File: config.mk
export PLATFORM = sky130hd
export DESIGN_NAME = bus_master_port
export DESIGN_NICKNAME = d
export VERILOG_FILES = /design/src/rtl/bus_pkg.sv /design/src/rtl/serial_shift.sv /design/src/rtl/bus_master_port.sv
export SDC_FILE = /design/constraint.sdc
export NUM_CORES = 1
export LEC_CHECK = 0
export CORE_AREA = 2 2 89 74
export CTS_CLUSTER_SIZE = 14
export DETAILED_ROUTE_END_ITERATION = 10
export DIE_AREA = 0 0 91 76
export PLACE_DENSITY = 0.77
export SLEW_MARGIN = 20
export SYNTH_ARGS = -nofsm -noshare
export SYNTH_HDL_FRONTEND = slang
export SYNTH_SLANG_ARGS = --single-unit
File: constraint.sdc
create_clock -name clk -period 2.1 [get_ports clk]
set_input_delay 0.42 -clock clk [delete_from_list [all_inputs] [get_ports clk]]
set_output_delay 0.42 -clock clk [all_outputs]
set_load 0.05 [all_outputs]
File: src/rtl/bus_pkg.sv
// Shared definitions for the serial system bus: default widths, mode bit values
// and the initiator FSM state type.
package bus_pkg;

    localparam int unsigned DEF_ADDR_WIDTH        = 16;
    localparam int unsigned DEF_DEVICE_ADDR_WIDTH = 4;
    localparam int unsigned DEF_DATA_WIDTH        = 8;

    localparam logic MODE_READ  = 1'b0;
    localparam logic MODE_WRITE = 1'b1;

    typedef enum logic [2:0] {
        ST_IDLE,
        ST_DADDR,
        ST_ACKW,
        ST_PAYLOAD,
        ST_RDWAIT,
        ST_RDATA,
        ST_DONE
    } state_e;

    // Width of a counter that must be able to hold the value n.
    function automatic int unsigned cnt_w(input int unsigned n);
        return (n < 2) ? 1 : $clog2(n + 1);
    endfunction

endpackage

File: src/rtl/serial_shift.sv
// LSB-first shift register usable as PISO (parallel load, serial out at bit 0)
// or SIPO (serial in at the MSB end), with a count of shifts since load.
module serial_shift
    import bus_pkg::*;
#(
    parameter int unsigned WIDTH = 8
) (
    input  logic                       clk,
    input  logic                       rstn,
    input  logic                       load,
    input  logic                       shift,
    input  logic                       sin,
    input  logic [WIDTH-1:0]           din,
    output logic [WIDTH-1:0]           dnext,
    output logic [cnt_w(WIDTH)-1:0]    cnt,
    output logic                       last
);

    localparam int unsigned CW = cnt_w(WIDTH);

    logic [WIDTH-1:0] sr_q, sr_d;
    logic [CW-1:0]    cnt_q, cnt_d;

    always_comb begin
        sr_d  = sr_q;
        cnt_d = cnt_q;
        if (load) begin
            sr_d  = din;
            cnt_d = '0;
        end else if (shift) begin
            sr_d  = {sin, sr_q[WIDTH-1:1]};
            cnt_d = cnt_q + CW'(1);
        end
    end

    always_ff @(posedge clk) begin
        if (!rstn) begin
            sr_q  <= '0;
            cnt_q <= '0;
        end else begin
            sr_q  <= sr_d;
            cnt_q <= cnt_d;
        end
    end

    // Next-cycle contents let the owner register its outputs without a cycle of lag.
    assign dnext = sr_d;
    assign cnt   = cnt_q;
    assign last  = (cnt_q == CW'(WIDTH - 1));

endmodule

File: src/rtl/bus_master_port.sv
// Serial bus initiator: serialises one user read/write request onto mwdata/mvalid,
// collects read data from the slave and reports completion or error.
module bus_master_port
    import bus_pkg::*;
#(
    parameter int unsigned ADDR_WIDTH        = DEF_ADDR_WIDTH,
    parameter int unsigned DEVICE_ADDR_WIDTH = DEF_DEVICE_ADDR_WIDTH,
    parameter int unsigned DATA_WIDTH        = DEF_DATA_WIDTH,
    parameter int unsigned RD_TIMEOUT        = 255
) (
    input  logic                  clk,
    input  logic                  rstn,
    input  logic                  dvalid,
    output logic                  dready,
    input  logic                  dmode,
    input  logic [ADDR_WIDTH-1:0] daddr,
    input  logic [DATA_WIDTH-1:0] dwdata,
    output logic [DATA_WIDTH-1:0] drdata,
    output logic                  ddone,
    output logic                  derr,
    output logic                  mwdata,
    output logic                  mvalid,
    input  logic                  ack,
    input  logic                  srdata,
    input  logic                  svalid
);

    localparam int unsigned MADDR_W = ADDR_WIDTH - DEVICE_ADDR_WIDTH;
    localparam int unsigned TX_W    = ADDR_WIDTH + 1 + DATA_WIDTH;
    localparam int unsigned TX_CW   = cnt_w(TX_W);
    localparam int unsigned RX_CW   = cnt_w(DATA_WIDTH);
    localparam int unsigned TO_W    = cnt_w(RD_TIMEOUT);

    state_e                state_q, state_d;
    logic                  mode_q, mode_d;
    logic [TO_W-1:0]       wait_q, wait_d;
    logic                  abort;
    logic                  mvalid_q, mvalid_d;
    logic                  mwdata_q, mwdata_d;
    logic                  ddone_q, ddone_d;
    logic                  derr_q, derr_d;
    logic [DATA_WIDTH-1:0] drdata_q, drdata_d;

    logic                  accept, tx_shift, rx_shift, tx_last, rx_last;
    logic [TX_W-1:0]       tx_vec, tx_next;
    logic [TX_CW-1:0]      tx_cnt;
    logic [DATA_WIDTH-1:0] rx_next;
    logic [RX_CW-1:0]      rx_cnt;
    logic                  unused_bits;

    assign dready   = (state_q == ST_IDLE);
    assign accept   = dvalid & dready;
    // One frame, LSB first: device bits, mode, memory address, write data.
    // The ACKW cycle sits between device bits and mode by pausing the shifter.
    assign tx_vec   = {dwdata, daddr[MADDR_W-1:0], dmode,
                       daddr[ADDR_WIDTH-1 -: DEVICE_ADDR_WIDTH]};
    assign tx_shift = (state_q == ST_DADDR) || (state_q == ST_PAYLOAD);
    assign rx_shift = svalid && ((state_q == ST_RDWAIT) || (state_q == ST_RDATA));

    serial_shift #(.WIDTH(TX_W)) u_tx (
        .clk   (clk),
        .rstn  (rstn),
        .load  (accept),
        .shift (tx_shift),
        .sin   (1'b0),
        .din   (tx_vec),
        .dnext (tx_next),
        .cnt   (tx_cnt),
        .last  (tx_last)
    );

    serial_shift #(.WIDTH(DATA_WIDTH)) u_rx (
        .clk   (clk),
        .rstn  (rstn),
        .load  (accept),
        .shift (rx_shift),
        .sin   (srdata),
        .din   ('0),
        .dnext (rx_next),
        .cnt   (rx_cnt),
        .last  (rx_last)
    );

    assign unused_bits = ^{tx_next[TX_W-1:1], rx_cnt};

    always_ff @(posedge clk) begin
        if (!rstn) begin
            state_q  <= ST_IDLE;
            mode_q   <= MODE_READ;
            wait_q   <= '0;
            mvalid_q <= 1'b0;
            mwdata_q <= 1'b0;
            ddone_q  <= 1'b0;
            derr_q   <= 1'b0;
            drdata_q <= '0;
        end else begin
            state_q  <= state_d;
            mode_q   <= mode_d;
            wait_q   <= wait_d;
            mvalid_q <= mvalid_d;
            mwdata_q <= mwdata_d;
            ddone_q  <= ddone_d;
            derr_q   <= derr_d;
            drdata_q <= drdata_d;
        end
    end

    always_comb begin
        state_d = state_q;
        mode_d  = mode_q;
        wait_d  = wait_q;
        abort   = 1'b0;
        case (state_q)
            ST_IDLE: begin
                if (accept) begin
                    state_d = ST_DADDR;
                    mode_d  = dmode;
                end
            end
            ST_DADDR: begin
                if (tx_cnt == TX_CW'(DEVICE_ADDR_WIDTH - 1)) state_d = ST_ACKW;
            end
            ST_ACKW: begin
                if (ack) begin
                    state_d = ST_PAYLOAD;
                end else begin
                    state_d = ST_DONE;
                    abort   = 1'b1;
                end
            end
            ST_PAYLOAD: begin
                wait_d = '0;
                if (mode_q == MODE_WRITE) begin
                    if (tx_last) state_d = ST_DONE;
                end else if (tx_cnt == TX_CW'(DEVICE_ADDR_WIDTH + MADDR_W)) begin
                    state_d = ST_RDWAIT;
                end
            end
            ST_RDWAIT: begin
                if (svalid) begin
                    state_d = ST_RDATA;
                end else if ((RD_TIMEOUT != 0) && (wait_q == TO_W'(RD_TIMEOUT - 1))) begin
                    state_d = ST_DONE;
                    abort   = 1'b1;
                end else begin
                    wait_d = wait_q + TO_W'(1);
                end
            end
            ST_RDATA: begin
                if (svalid && rx_last) state_d = ST_DONE;
            end
            ST_DONE:  state_d = ST_IDLE;
            default:  state_d = ST_IDLE;
        endcase
    end

    // Outputs are registered, so they are derived from the state being entered.
    always_comb begin
        mvalid_d = (state_d == ST_DADDR) || (state_d == ST_ACKW) || (state_d == ST_PAYLOAD)
                || (state_d == ST_RDWAIT) || (state_d == ST_RDATA);
        mwdata_d = ((state_d == ST_DADDR) || (state_d == ST_PAYLOAD)) ? tx_next[0] : 1'b0;
        ddone_d  = (state_d == ST_DONE);
        derr_d   = (state_d == ST_DONE) && abort;
        drdata_d = drdata_q;
        if ((state_q == ST_RDATA) && (state_d == ST_DONE)) drdata_d = rx_next;
    end

    assign mvalid = mvalid_q;
    assign mwdata = mwdata_q;
    assign ddone  = ddone_q;
    assign derr   = derr_q;
    assign drdata = drdata_q;

endmodule
==> results of run 1 <==
state kept, by name, indices dropped and copies added (netlist names):
register,count
u_tx.sr_q,25
drdata,8
wait_q,8
u_rx.sr_q,7
u_tx.cnt,5
u_rx.cnt,4
state_q,3
ddone,1
derr,1
mode_q,1
mvalid,1
mwdata,1
per-stage QoR:
| stage | instance area (um2) | hold slack [ns] |
|---|---|---|
| 3_3_place_gp | 3476 | 0.4468 |
| 5_1_grt | 3704 | 0.4973 |
| 3_5_place_dp | 3476 | 0.4582 |
| 4_1_cts | 3704 | 0.4629 |
| 2_1_floorplan | 2942 | 0.4366 |
| 6_report | 3704 | 0.4619 |
cell usage after synthesis:
| cell type | n |
|---|---|
| inv_1 | 5 |
| a21boi_0 | 8 |
| a22oi_1 | 1 |
| o221ai_1 | 1 |
| buf_2 | 6 |
| buf_6 | 1 |
| buf_4 | 3 |
| nand4_1 | 6 |
| and3b_1 | 1 |
| and2_1 | 4 |
| nand2_1 | 60 |
| buf_1 | 4 |
| and4b_1 | 1 |
| nand3b_1 | 2 |
| nor2b_1 | 5 |
| a21boi_1 | 2 |
| a21oi_1 | 13 |
| and3_1 | 3 |
| nor4b_4 | 1 |
| o211a_1 | 24 |
| or3b_1 | 1 |
| xor2_1 | 7 |
| xnor2_1 | 8 |
| nor2_1 | 19 |
| a211oi_1 | 5 |
| nor3b_1 | 2 |
| dfxtp_1 | 65 |
| ha_1 | 5 |
| o31a_1 | 1 |
| nand3_1 | 12 |
| nor4b_1 | 1 |
| o21ai_0 | 4 |
| and2b_1 | 3 |
| nor3_1 | 1 |
| clkbuf_1 | 8 |
| o21ai_2 | 1 |
| mux2i_1 | 26 |
worst paths after layout:
| check | start | end | cells after the start |
|---|---|---|---|
| worst max-delay path | mvalid | mvalid | 1 |
| worst min-delay path | u_rx.sr_q[5] | u_rx.sr_q[4] | 2 |
| worst max register to register | state_q[0] | wait_q[5] | 5 |
| worst min register to register | u_rx.sr_q[5] | u_rx.sr_q[4] | 2 |
power by group through the flow:
stage	Clock, W	Sequential (W)	Combinational [W]
2_1_floorplan	0	0.00134	0.000189
3_3_place_gp	0	0.00134	0.000294
3_5_place_dp	0	0.00134	0.000299
4_1_cts	0.00121	0.00131	0.000301
5_1_grt	0.00126	0.00132	0.000329
6_report	0.00119	0.00131	0.000298
per-layer routing:
layer,GRT usage (%),wire (um),vias to the layer above
met3,6.726,324,8
met5,0,0,-
met4,6.212,76,0
met2,29.56,2808,59
li1,-,-,1193
met1,20.09,2547,1072
area by class of cell:
class | instances | area [um2] | area share, %
Clock buffer | 10 | 137.6 | 3.716
Clock inverter | 6 | 90.09 | 2.432
Inverter | 5 | 18.77 | 0.5068
Multi-Input combinational cell | 228 | 1523 | 41.11
Sequential cell | 65 | 1301 | 35.14
Tap cell | 84 | 105.1 | 2.838
Timing Repair Buffer | 53 | 528.0 | 14.26
cell families (layout without fill, tap and decap cells):
family / after synthesis / in the layout / share of synthesized area [%]
muxes: 26 / 26 / 8.847
AOI/OAI and AO/OA: 60 / 60 / 16.04
and+or+nand+nor: 122 / 122 / 19.95
buffers and inverters: 27 / 74 / 4.338
xor gates and xnor gates: 15 / 15 / 4.466
DFF: 65 / 65 / 44.24
adders and majority gates: 5 / 5 / 2.127
==> flow_metrics.env, run 1 <==
export IMPL_final_layout_size_suffix_gt1_share_pct=8.447
export IMPL_clock_sinks=65
export IMPL_cts_resized=0
export IMPL_core_area_um2=6116
export IMPL_gr_total_overflow=0
export IMPL_critPathLaunchType="flip-flop"
export IMPL_ir_drop_uv=503.6
export IMPL_final_cell_mix="65 x dfxtp_1, 59 x nand2_1, 42 x clkdlybuf4s50_1"
export IMPL_cts_hold_buf=0
export IMPL_grtUsageTotal_pct=17.45
export IMPL_crit_type="reg2out"
export IMPL_min_period_ns=1.911
export IMPL_nFillCells=561
export IMPL_drt_wirelength_per_cell_um=12.76
export IMPL_power_leakage_nw=1.611
export IMPL_vias=2332
export IMPL_die_area_um2=6916
export IMPL_clock_latency_ns=0.34
export IMPL_ys_ff_latch=65
export IMPL_grt_pass1_vias=2189
export IMPL_maxCapViolations=0
export IMPL_io_pins=44
export IMPL_io_buffers=43
export IMPL_gp_congestion=0.8170
export IMPL_slew_violations=0
export IMPL_finalPower_w=0.002804
export IMPL_cp_max_fo=1
export IMPL_synth_top_area_share_pct=44.24
export IMPL_placed_cells=435
export IMPL_status="finished, final reports clean"
export IMPL_fin_cells=451
export IMPL_post_cts_buffers=0
export IMPL_synthCells=320
export IMPL_tns_ns=0
export IMPL_diodes=0
export IMPL_viasPerCell=5.171
export IMPL_initial_core_util_pct=48.10
export IMPL_first_iter_violations=87
export IMPL_p_sw_w=0.0006577
export IMPL_cts_reportedPaths_clkPinSlew_ns=0.07
export IMPL_pwr_share_clk_pct=42.5
export IMPL_setup_slack_ns=0.1887
export IMPL_setup_viol=0
export IMPL_antenna_found_initial=0
export IMPL_cp_slowest_cell="clkdlybuf4s50_1"
export IMPL_intPower_w=0.002146
export IMPL_crit_arrival_ns=1.49
export IMPL_tritoncts="built"
export IMPL_place_hpwl_mm=3.947
export IMPL_ff2ff_setup_slack_ns=0.32
export IMPL_clockBufferDepth=2
export IMPL_skew_ns=0.007884
export IMPL_crit_buf_inv=1
export IMPL_seq_area_frac_synth_pct=44.24
export IMPL_synth_area_um2=2942
export IMPL_synth_area_leader_cell="dfxtp_1"
export IMPL_synth_avg_cell_area_um2=9.192
export IMPL_cts_buffers=9
export IMPL_pwr_share_seq_pct=46.8
export IMPL_crit_path_end_kind="output pin"
export IMPL_p_comb_share_pct=10.6
export IMPL_grt_pass1_wl_mm=9.729
export IMPL_critPathMaxStageDelay_ns=0.83
export IMPL_ant_nets=0
export IMPL_syn2layout_area_growth_pct=25.90
export IMPL_synthesis_nets=356
export IMPL_sw_frac_of_total_pct=23.46
export IMPL_htreeDepth=3
export IMPL_synth_cell_types=37
export IMPL_dp_slack_ns=-0.02189
export IMPL_power_density_nw_per_um2=757.1
export IMPL_rows=26
export IMPL_timing_critical_path_max_delay_family="buffers and inverters"
export IMPL_fin_crit_sh_pct=91.01
export IMPL_slew_headroom_pct=64.37
export IMPL_mostFrequentLayoutCell="dfxtp_1"
export IMPL_nNetsFinal=398
export IMPL_worstHoldPathType="reg2reg"
export IMPL_required_ns=1.68
export IMPL_die_x_um=91
export IMPL_wl_mm=5.757
export IMPL_rsz0062_at_grt="false"
export IMPL_max_freq_ghz=0.5232
export IMPL_crit_chain="clkdlybuf4s50_1"
export IMPL_yosys_top_cells_area="dfxtp_1 44%, mux2i_1 8.8%, o211a_1 8.2%, nand2_1 7.7%, nor2_1 2.4%"
export IMPL_hold_viol=0
export IMPL_post_route_util_pct=60.56
export IMPL_drtPass1Iterations=4
export IMPL_yosysWarnings=0
export IMPL_grt_max_degree=39
export IMPL_cts_root_buf="clkbuf_8"
export IMPL_die_y_um=76
export IMPL_worst_pin_slew_ns=0.5328
export IMPL_drc=0
No activity file was read; power rests on OpenSTA's default activity.
==> inputs of run 2 (changes only) <==
MAX_ROUTING_LAYER = met4   (was default)
==> flow_metrics.env, run 2 (synthesis results as in run 1) <==
export IMPL_timing_critical_path_max_delay_family="buffers and inverters"
export IMPL_io_pins=44
export IMPL_drtPass1Iterations=5
export IMPL_gp_congestion=0.8292
export IMPL_cts_buffers=9
export IMPL_maxCapViolations=0
export IMPL_vias=2332
export IMPL_syn2layout_area_growth_pct=25.90
export IMPL_rows=26
export IMPL_final_layout_size_suffix_gt1_share_pct=8.447
export IMPL_first_iter_violations=100
export IMPL_post_cts_buffers=0
export IMPL_critPathMaxStageDelay_ns=0.83
export IMPL_crit_chain="clkdlybuf4s50_1"
export IMPL_clock_latency_ns=0.34
export IMPL_core_area_um2=6116
export IMPL_nFillCells=561
export IMPL_worst_pin_slew_ns=0.5392
export IMPL_die_y_um=76
export IMPL_tns_ns=0
export IMPL_required_ns=1.68
export IMPL_drt_wirelength_per_cell_um=12.73
export IMPL_wl_mm=5.743
export IMPL_cts_hold_buf=0
export IMPL_die_x_um=91
export IMPL_status="finished, final reports clean"
export IMPL_worstHoldPathType="reg2reg"
export IMPL_rsz0062_at_grt="false"
export IMPL_critPathLaunchType="flip-flop"
export IMPL_cp_max_fo=1
export IMPL_ir_drop_uv=504.2
export IMPL_viasPerCell=5.171
export IMPL_fin_crit_sh_pct=91.16
export IMPL_slew_headroom_pct=63.94
export IMPL_slew_violations=0
export IMPL_power_leakage_nw=1.611
export IMPL_regMostFlops="u_tx.sr_q"
export IMPL_cts_reportedPaths_clkPinSlew_ns=0.07
export IMPL_clock_sinks=65
export IMPL_mostFrequentLayoutCell="dfxtp_1"
export IMPL_grtUsageTotal_pct=17.95
export IMPL_hold_viol=0
export IMPL_cts_resized=0
export IMPL_grt_max_degree=39
export IMPL_io_buffers=43
export IMPL_final_cell_mix="65 x dfxtp_1, 59 x nand2_1, 42 x clkdlybuf4s50_1"
export IMPL_crit_type="reg2out"
export IMPL_tritoncts="built"
export IMPL_setup_viol=0
export IMPL_max_freq_ghz=0.5224
export IMPL_drc=0
export IMPL_grt_pass1_wl_mm=9.729
export IMPL_largest_register_ffs=25
export IMPL_htreeDepth=3
export IMPL_gr_total_overflow=0
export IMPL_diodes=0
export IMPL_multiInputGateArea_um2=1523
export IMPL_skew_ns=0.007779
export IMPL_antenna_found_initial=0
export IMPL_clockBufferDepth=2
export IMPL_initial_core_util_pct=48.10
export IMPL_grt_pass1_vias=2189
export IMPL_finalPower_w=0.002803
export IMPL_power_density_nw_per_um2=756.8
export IMPL_crit_arrival_ns=1.49
export IMPL_min_period_ns=1.914
export IMPL_cp_slowest_cell="clkdlybuf4s50_1"
export IMPL_crit_buf_inv=1
export IMPL_cts_root_buf="clkbuf_8"
export IMPL_place_hpwl_mm=3.947
export IMPL_ant_nets=0
export IMPL_crit_path_end_kind="output pin"
export IMPL_nNetsFinal=398
export IMPL_die_area_um2=6916
export IMPL_register_area_um2=1301
[run 2: cell counts in the layout (fill, tap and decap cells not counted)]
Identical to the previous run, type by type.
[run 2: per-stage QoR]
step	std cells	setup WS (ns)	cell area (um2)	utilization [%]	hold slack (ns)
6_report	451	0.1857	3704	60.56	0.4617
5_1_grt	451	0.1309	3704	60.56	0.4973
4_1_cts	451	0.1665	3704	60.56	0.4629
3_5_place_dp	435	-0.02189	3476	56.83	0.4582
3_3_place_gp	435	0.06878	3476	56.83	0.4468
2_1_floorplan	320	0.1526	2942	-	0.4366
[run 2: cell type report]
cell class                 instances  area share [%]
multi-input combinational        228           41.11
sequential                        65           35.14
tap                               84           2.838
clock inverter                     6           2.432
inverter                           5          0.5068
timing repair buffer              53           14.26
clock buffer                      10           3.716
[run 2: where the power goes]
| part | switching [W] | internal, W | total, W |
|---|---|---|---|
| clock network | 0.000488 | 0.000704 | 0.00119 |
| registers | 0.0000296 | 0.00128 | 0.00131 |
| logic | 0.000140 | 0.000159 | 0.000298 |
| total | 0.000657 | 0.00215 | 0.00280 |
[run 2: metal layers]
| metal | up-vias | routed length [um] | global-route usage [%] |
|---|---|---|---|
| met5 | - | 0 | - |
| met4 | 0 | 76 | 6.212 |
| met3 | 8 | 294 | 6.330 |
| met2 | 59 | 2815 | 29.70 |
| met1 | 1072 | 2557 | 20.21 |
| li1 | 1193 | - | - |
[run 2: worst paths after layout]
kind,from,to,depth (start not counted),slack [ns]
max reg2reg,state_q[0],wait_q[5],5,0.33
min,u_rx.sr_q[5],u_rx.sr_q[4],2,0.46
max,mvalid,mvalid,1,0.19
min reg2reg,u_rx.sr_q[5],u_rx.sr_q[4],2,0.46
==> inputs of run 3 (changes only) <==
CAP_MARGIN = 25   (was default)
CORE_AREA = 2 2 86 88   (was 2 2 89 74)
DIE_AREA = 0 0 88 90   (was 0 0 91 76)
PLACE_DENSITY = 0.76   (was 0.77)
SYNTH_HIERARCHICAL = 1   (was default)
==> flow_metrics.env, run 3 <==
export IMPL_status="finished, final reports clean"
export IMPL_syn2layout_area_growth_pct=23.93
export IMPL_timing_critical_path_max_delay_family="buffers and inverters"
export IMPL_die_y_um=90
export IMPL_topRoutingLayerUsed="met4"
export IMPL_synthCells=341
export IMPL_skew_ns=0.008717
export IMPL_vias=2551
export IMPL_io_pins=44
export IMPL_die_x_um=88
export IMPL_rows=31
export IMPL_intPower_w=0.002190
export IMPL_critPathLaunchType="flip-flop"
export IMPL_placed_cells=485
export IMPL_drc=0
export IMPL_cp_slowest_cell="clkdlybuf4s50_1"
export IMPL_critPathMaxStageDelay_ns=0.81
export IMPL_met1_length_mm=3.143
export IMPL_p_comb_share_pct=13.4
export IMPL_grt_max_degree=36
export IMPL_regMostFlops="u_tx/sr_q"
export IMPL_drt_wirelength_per_cell_um=13.03
export IMPL_slew_violations=0
export IMPL_cts_hold_buf=0
export IMPL_whs_ns=0.5191
export IMPL_grtUsageTotal_pct=17.93
export IMPL_clock_latency_ns=0.35
export IMPL_diodes=0
export IMPL_worst_pin_slew_ns=0.5280
export IMPL_worstHoldPathType="reg2reg"
export IMPL_max_freq_ghz=0.5204
export IMPL_setup_viol=0
export IMPL_first_iter_violations=104
export IMPL_post_route_util_pct=58.42
export IMPL_ir_drop_uv=449.7
export IMPL_nFillCells=631
export IMPL_post_cts_buffers=0
export IMPL_htreeDepth=3
export IMPL_cts_reportedPaths_clkPinSlew_ns=0.07
export IMPL_core_area_um2=7020
export IMPL_tns_ns=0
export IMPL_pwr_share_seq_pct=46.9
export IMPL_dp_slack_ns=-0.08341
export IMPL_initial_core_util_pct=47.14
export IMPL_gr_total_overflow=0
export IMPL_setup_slack_ns=0.1786
export IMPL_maxCapViolations=0
export IMPL_synth_avg_cell_area_um2=9.705
export IMPL_nNetsFinal=433
export IMPL_mostFrequentLayoutCell="dfxtp_1"
export IMPL_slew_headroom_pct=64.69
export IMPL_cp_max_fo=2
export IMPL_crit_buf_inv=1
export IMPL_final_layout_size_suffix_gt1_share_pct=9.950
export IMPL_yosysWarnings=6
export IMPL_cts_buffers=9
export IMPL_min_period_ns=1.921
export IMPL_grt_pass1_wl_mm=11.07
export IMPL_synth_area_um2=3309
export IMPL_die_area_um2=7920
export IMPL_crit_arrival_ns=1.50
export IMPL_pwr_share_clk_pct=39.7
export IMPL_final_cell_mix="66 x dfxtp_1, 48 x nor2b_1, 47 x mux2i_1"
export IMPL_drtPass1Iterations=4
export IMPL_met3_length_um=245
export IMPL_r2r_start="u_rx/cnt[0]"
export IMPL_place_hpwl_mm=4.534
export IMPL_cts_resized=0
export IMPL_clockBufferDepth=2
export IMPL_crit_type="reg2out"
export IMPL_cp_startpoint="drdata[5]"
export IMPL_ant_nets=0
export IMPL_antenna_found_initial=0
export IMPL_crit_chain="clkdlybuf4s50_1"
export IMPL_required_ns=1.68
export IMPL_clock_sinks=66
export IMPL_hold_viol=0
export IMPL_p_sw_w=0.0007128
export IMPL_io_buffers=43
export IMPL_fin_cells=501
export IMPL_tritoncts="built"
export IMPL_min_from="u_rx/cnt[3]"
export IMPL_fin_crit_sh_pct=91.50
export IMPL_viasPerCell=5.092
export IMPL_power_leakage_nw=1.543
export IMPL_wl_mm=6.526
export IMPL_route_met2_wl_mm=3.043
export IMPL_grt_pass1_vias=2420
export IMPL_ff2ff_setup_slack_ns=0.28
export IMPL_largest_register_ffs=25
export IMPL_sw_frac_of_total_pct=24.56
export IMPL_gp_congestion=0.8316
export IMPL_rsz0062_at_grt="false"
export IMPL_cts_root_buf="clkbuf_8"
export IMPL_power_density_nw_per_um2=707.7
export IMPL_crit_path_end_kind="output pin"
==> run 3: final timing paths <==
| path | to | cells past startpoint |
|---|---|---|
| hold reg to reg | u_rx/cnt[3] | 2 |
| setup reg to reg | mwdata | 8 |
| setup / recovery | drdata[5] | 1 |
| hold / removal | u_rx/cnt[3] | 2 |
==> run 3: stage by stage <==
step,cell area (um2),total power (W)
after floorplan,3351,0.001651
after global placement,3885,0.001763
after detailed placement,3885,0.001774
after CTS,4095,0.002934
after global routing,4101,0.003042
final,4101,0.002903
==> run 3: power by group through the flow <==
stage	logic, W	registers [W]	clock network [W]
after floorplan	0.000265	0.00139	0
after global placement	0.000377	0.00139	0
after detailed placement	0.000385	0.00139	0
after CTS	0.000389	0.00136	0.00118
after global routing	0.000425	0.00137	0.00125
final	0.000388	0.00136	0.00115
==> run 3: cell type report <==
class                   instances  area [um2]  share of cell area (%)
multi-input cells             249        1828                   44.57
flip-flops and latches         66        1321                   32.21
repair buffers                 59       573.1                   13.97
clock buffers                  11       131.4                   3.203
well taps                      99       123.9                   3.020
clock inverters                 5       78.83                   1.922
inverters                      12       45.04                   1.098
==> run 3: layer usage <==
layer	up-vias	global-route usage (%)
met5	-	-
met2	45	25.88
li1	1319	-
met1	1179	23.53
met3	8	4.775
met4	0	7.692
